===== config.mk =====
export PLATFORM = sky130hd
export DESIGN_NAME = div_seq_unit
export DESIGN_NICKNAME = d
export VERILOG_FILES = /design/src/rtl/div_seq_unit.sv
export SDC_FILE = /design/constraint.sdc
export NUM_CORES = 1
export LEC_CHECK = 0
export ABC_AREA = 0
export CAP_MARGIN = 5
export CORE_UTILIZATION = 52
export CTS_BUF_LIST = sky130_fd_sc_hd__clkbuf_8
export CTS_CLUSTER_DIAMETER = 60
export CTS_CLUSTER_SIZE = 25
export DETAILED_ROUTE_END_ITERATION = 16
export PLACE_DENSITY_LB_ADDON = 0.05
export SLEW_MARGIN = 20
export SYNTH_ARGS = -nofsm -noshare
export SYNTH_HDL_FRONTEND = slang
export SYNTH_SLANG_ARGS = --single-unit

===== constraint.sdc =====
create_clock -name clk -period 3.8 [get_ports clk]
set_clock_uncertainty 0.15 [all_clocks]
set_input_delay 0.76 -clock clk [delete_from_list [all_inputs] [get_ports clk]]
set_output_delay 0.76 -clock clk [all_outputs]
set_load 0.02 [all_outputs]

===== src/rtl/div_seq_unit.sv =====
// Sequential signed divider (DIV semantics): restoring shift-subtract on magnitudes,
// one quotient bit per cycle, followed by a sign-fix step. Quotient feeds LO, remainder HI.
module div_seq_unit #(
  parameter int unsigned WIDTH = 32
) (
  input  logic             clk,
  input  logic             reset,
  input  logic             start,
  input  logic [WIDTH-1:0] dividend,
  input  logic [WIDTH-1:0] divisor,
  output logic             busy,
  output logic             done,
  output logic             div_zero,
  output logic [WIDTH-1:0] quotient,
  output logic [WIDTH-1:0] remainder
);

  typedef enum logic [1:0] {StIdle, StCalc, StFix, StDone} state_e;

  localparam int unsigned CW = (WIDTH > 1) ? $clog2(WIDTH) : 1;
  localparam logic [CW-1:0] LastCount = CW'(WIDTH - 1);

  state_e           state_q;
  logic [WIDTH-1:0] rem_q;
  logic [WIDTH-1:0] quo_q;
  logic [WIDTH-1:0] dvs_q;
  logic [CW-1:0]    count_q;
  logic             neg_quo_q;
  logic             neg_rem_q;

  logic [WIDTH-1:0] dividend_mag;
  logic [WIDTH-1:0] divisor_mag;
  logic [WIDTH:0]   trial;

  // Magnitudes are unsigned, so the most negative value maps to 2**(WIDTH-1).
  assign dividend_mag = dividend[WIDTH-1] ? -dividend : dividend;
  assign divisor_mag  = divisor[WIDTH-1]  ? -divisor  : divisor;

  // Partial remainder shifted left with the next dividend bit, minus the divisor.
  assign trial = {rem_q, quo_q[WIDTH-1]} - {1'b0, dvs_q};

  always_ff @(posedge clk) begin
    if (reset) begin
      state_q   <= StIdle;
      rem_q     <= '0;
      quo_q     <= '0;
      dvs_q     <= '0;
      count_q   <= '0;
      neg_quo_q <= 1'b0;
      neg_rem_q <= 1'b0;
      busy      <= 1'b0;
      done      <= 1'b0;
      div_zero  <= 1'b0;
      quotient  <= '0;
      remainder <= '0;
    end else begin
      unique case (state_q)
        StIdle: begin
          if (start) begin
            if (divisor == '0) begin
              div_zero <= 1'b1;
              done     <= 1'b1;
              state_q  <= StDone;
            end else begin
              quo_q     <= dividend_mag;
              rem_q     <= '0;
              dvs_q     <= divisor_mag;
              neg_quo_q <= dividend[WIDTH-1] ^ divisor[WIDTH-1];
              neg_rem_q <= dividend[WIDTH-1];
              count_q   <= '0;
              div_zero  <= 1'b0;
              busy      <= 1'b1;
              state_q   <= StCalc;
            end
          end
        end
        StCalc: begin
          if (!trial[WIDTH]) begin
            rem_q <= trial[WIDTH-1:0];
            quo_q <= {quo_q[WIDTH-2:0], 1'b1};
          end else begin
            rem_q <= {rem_q[WIDTH-2:0], quo_q[WIDTH-1]};
            quo_q <= {quo_q[WIDTH-2:0], 1'b0};
          end
          count_q <= count_q + 1'b1;
          if (count_q == LastCount) begin
            state_q <= StFix;
          end
        end
        StFix: begin
          quotient  <= neg_quo_q ? -quo_q : quo_q;
          remainder <= neg_rem_q ? -rem_q : rem_q;
          busy      <= 1'b0;
          done      <= 1'b1;
          state_q   <= StDone;
        end
        StDone: begin
          done    <= 1'b0;
          state_q <= StIdle;
        end
        default: begin
          busy    <= 1'b0;
          done    <= 1'b0;
          state_q <= StIdle;
        end
      endcase
    end
  end

endmodule


# == Word level (Yosys, flattened, before mapping) ==
# Cells that the tools add are included.
# totals
reg_bits,172
out_inout_bits,67
# op_classes
n_reduce_logical,11
mux,26
addsub,6
eq_ne,8
n_bitwise,2
# op_table
operator,n
$mux 32,9
$neg 32->32,4
$pmux 32 s2,2
$sub 33x32->33,1
$logic_not 32->1,1
$reduce_and 3->1,4
$mux 5,2
$pmux 5 s2,1
$ne 2x2->1 const B,4
$pmux 2 s4,1
$mux 1,6
$mux 2,3
$add 5x1->5 const B,1
$eq 5x5->1 const B,1
$eq 2x2->1 const B,2
$reduce_and 2->1,2
$reduce_bool 2->1,2
$pmux 1 s3,1
$reduce_bool 3->1,1
$eq 2x1->1 const B,1
$logic_not 2->1,1
$pmux 1 s2,1
$not 1->1,1
$xor 1x1->1,1

# == Longest topological paths before layout ==
# logic_depth
ltp_word,5
ltp_mapped,13

# == Worst setup path before layout ==
# Ideal clock, no wire load.
# synth_timing
path_type,register -> register
startpoint,register rem_q[0]
endpoint,register rem_q[20]
arrival_ns,3.312
stages_incl_launch_ff,13
setup_slack_ns,0.210
synth_period_minus_slack_ns,3.590
setup_time_ns,0.129
cell_sequence,dfxtp_1 inv_1 fa_1 nand2b_1 a21o_1 a21oi_1 o21ai_1 o31ai_1 a31oi_1 xnor2_1 clkbuf_1 mux2i_1 o21ai_0
# synth_between
elab_chain_len,3
# synth_rtl
element,line,text
"start, declared",24,logic [WIDTH-1:0] rem_q;
"start signal, assigned",79,rem_q <= trial[WIDTH-1:0];
"start signal, assigned",82,"rem_q <= {rem_q[WIDTH-2:0], quo_q[WIDTH-1]};"
$sub 33x32->33,40,"assign trial = {rem_q, quo_q[WIDTH-1]} - {1'b0, dvs_q};"
$mux 32,78,if (!trial[WIDTH]) begin
$pmux 32 s2,57,unique case (state_q)
# Every way passes these cells.
# A chain may end at the register's enable or synchronous reset.

# == Worst setup path after layout ==
# layout_timing
startpoint,input dividend[8]
endpoint,register quo_q[25]
# layout_between
elab_chain_len,5
# layout_rtl
element,line,text
"start, declared",9,"input logic [WIDTH-1:0] dividend,"
$neg 32->32,36,assign dividend_mag = dividend[WIDTH-1] ? -dividend : dividend;
$mux 32,36,
$mux 32,60,if (divisor == '0) begin
$mux 32,59,if (start) begin
$pmux 32 s2,57,
"end signal, assigned",65,quo_q <= dividend_mag;
"end signal, assigned",80,"quo_q <= {quo_q[WIDTH-2:0], 1'b1};"
"end signal, assigned",83,"quo_q <= {quo_q[WIDTH-2:0], 1'b0};"
"end, declared",25,logic [WIDTH-1:0] quo_q;
# Every way passes these cells. The select of a mux whose other input is x is not followed.

==> flow_metrics.tcl <==
set metrics [dict create \
    slew_headroom_pct 29.6 \
    clock_latency_ns 0.47 \
    critical_path_peak_fanout 7 \
    cts_tree "yes" \
    vias 9964 \
    fp-row-count 52 \
    synth_edf_count 0 \
    min_period_ns 3.63 \
    finalCoreUtilization_pct 65.1 \
    rsz0062_at_grt "no" \
    synthDistinctLibCells 67 \
    endpoint_kind "flip-flop" \
    hold_viol 0 \
    grt_util_all_layers_pct 25.8 \
    clk_pin_slew_worst_paths_ns 0.09 \
    synthTopCellsByCount "dfxtp_1, nand2_1, nor2_1" \
    arrival_ns 3.80 \
    maxSlewViolCount 0 \
    status "finished clean" \
    worst_pin_slew_ns 1.05 \
    placed_cells 1753 \
    ys_warn_count 0 \
    path_class "input pin to flip-flop" \
    start_kind "input pin" \
    setup-violations-final 0 \
    start_util_pct 53.0 \
    antenna_cells 0 \
    postPlaceCellArea_sq_um 12800 \
    fin_total_pwr_mw 8.48 \
    ir_drop_v 0.000705 \
    grt_pass1_wl_um 44900 \
    drive_gt1_share_pct 8.91 \
    wire_per_inst_um 15.2 \
    power_density_nw_per_um2 644 \
    grt_max_degree 68 \
    port-buffer-count 133 \
    coreArea_sq_um 20200 \
    ys_ff_latch 172 \
    netlist_instances 1355 \
    synth_nets 1466 \
    dieWidth_um 146 \
    drt-pass1-iter-count 5 \
    fillers 1838 \
    ys_seq_area_share_pct 32.1 \
    fin_cells 1785 \
    ios 134 \
    cts_root_buffer "clkbuf_8" \
    grt_pass1_vias 8693 \
    syn_area_sq_um 10700 \
    p_leak_nw 4.96 \
    wl_um 27100 \
    fmax_ghz 0.276 \
    clock_sinks 172 \
    yosysMostFrequentCell "dfxtp_1" \
    htreeDepth 4 \
    stdcell_area_sq_um 13200 \
    syn_area_per_cell_sq_um 7.91 \
    remaining_drc_errors 0 \
    die_height_um 146 \
    viasPerCell 5.58 \
    min_path_type "flip-flop to flip-flop" \
    synthFlopType "dfxtp_1" \
    syn_to_final_growth_pct 22.9 \
    antenna_found_initial 0 \
    post-route-period-util_pct 95.4 \
    crit_required_ns 3.97 \
    clock_path_buffers 2 \
    nNetsFinal 1613 \
    synth-async-reset-ratio_pct 0 \
    hold_slack_ns 0.305 \
    dieArea_sq_um 21200 \
    yosys.area.top_type "dfxtp_1" \
    hpwl_um 20600 \
    cts_buffers 17 \
    routabilityCongestion 0.887 \
    grt_overflow 0 \
    cap_violations 0 \
    yosys-top-cells-area "dfxtp_1, xor2_1, a211oi_1" \
    drt-initial-drc-count 480 \
    synth_top_area_share_pct 32.1 \
    postRouteAntennaNets 0 \
]
## worst max-delay path, stage by stage
cell             delay, ns
clkdlybuf4s50_1       0.41
or4_1                 0.54
or4_1                 0.48
or3_1                 0.39
or3_1                 0.45
o41ai_1               0.34
xor2_1                0.17
nand2_1               0.06
o211ai_1              0.09
a21oi_1               0.08
## kinds of logic (layout without fill, tap and decap cells)
| family | after synthesis | count (layout) | synth area share, % |
|---|---|---|---|
| DFF | 172 | 172 | 32.1 |
| adders and majority gates | 44 | 44 | 5.21 |
| AOI/OAI and AO/OA | 412 | 412 | 25.5 |
| xor gates and xnor gates | 144 | 144 | 11.8 |
| and+or+nand+nor | 420 | 420 | 17.9 |
| buffers and inverters | 135 | 295 | 4.85 |
| muxes | 28 | 28 | 2.63 |
## placed cells by master (no fill, tap or decap), types with 5 or more instances in the layout
cell type        Yosys  routed
or2_2                7       7
o31ai_1             35      35
inv_6                0       5
nor2b_1              9       9
o21ai_0            101     101
a211oi_1            96      96
a21boi_0             5       5
xor2_1             109     109
inv_1               52      52
dfxtp_1            172     171
clkbuf_8             0      17
buf_4                0      70
nand2b_1             6       6
and2_1               6       6
xnor2_1             35      34
and3_1               8       8
or4_1               14      14
nand2_1            169     169
o21bai_1            10      10
a21o_1               9       9
nor2_1             125     123
nand4_1              5       5
o41ai_1             16      15
o211ai_1            17      17
nor4_1               9       9
clkdlybuf4s50_1      0     132
nand3_1             15      15
buf_12               0       8
or3_1               21      21
ha_1                43      42
a21oi_1             79      78
nor3_1              10      10
mux2i_1             27      27
a32oi_1              7       7
## path summary, 6_finish.rpt
path,from,end,slack [ns],cells past startpoint
max,dividend[8],quo_q[25]$_SDFFE_PP0P_,0.17,10
min,dvs_q[26]$_SDFFE_PP0P_,dvs_q[26]$_SDFFE_PP0P_,0.31,2
max reg2reg,quo_q[31]$_SDFFE_PP0P_,rem_q[11]$_SDFFE_PP0P_,0.32,14
min reg2reg,dvs_q[26]$_SDFFE_PP0P_,dvs_q[26]$_SDFFE_PP0P_,0.31,2
## registers in the layout (all words and copies together) (netlist names)
register	count
busy	1
count_q	5
div_zero	1
done	1
dvs_q	32
neg_quo_q	1
neg_rem_q	1
quo_q	32
quotient	32
rem_q	32
remainder	32
state_q	2
## routing by layer
| layer | up-vias | part of all wire (%) | global-route usage [%] |
|---|---|---|---|
| met4 | 0 | 0.81 | 5.53 |
| met5 | - | 0 | 0 |
| li1 | 5167 | - | - |
| met3 | 15 | 6.8 | 3.61 |
| met2 | 283 | 39 | 34.8 |
| met1 | 4499 | 54 | 42.1 |
## report_power, final
| part | switching [mW] | internal [mW] | leakage (nW) | total [mW] |
|---|---|---|---|---|
| combinational | 2.53 | 1.93 | 3.36 | 4.46 |
| sequential | 0.434 | 2.28 | 1.41 | 2.72 |
| clock | 0.759 | 0.544 | 0.188 | 1.30 |
## through the flow
step | TNS [ns] | setup WS, ns
floorplan | 0 | 0.210
global placement | -1.91 | -0.277
detailed placement | -2.38 | -0.301
CTS | 0 | 0.187
global route | 0 | 0.0290
finish | 0 | 0.174
## layout make-up
class	instances	area, sq um	share of cell area (%)
multi-input cells	1048	6790	51.6
clock buffers	17	234	1.78
repair buffers	210	2010	15.2
well taps	270	338	2.57
flip-flops and latches	172	3440	26.2
inverters	53	199	1.51
clock inverters	15	154	1.17
## repair_timing
item,4_1_cts,5_1_grt
endpoints found under the setup margin,0,1
setup buffers,0,0
gates resized for setup,0,1
hold buffers,0,0
(Power assumes the default switching activity.)
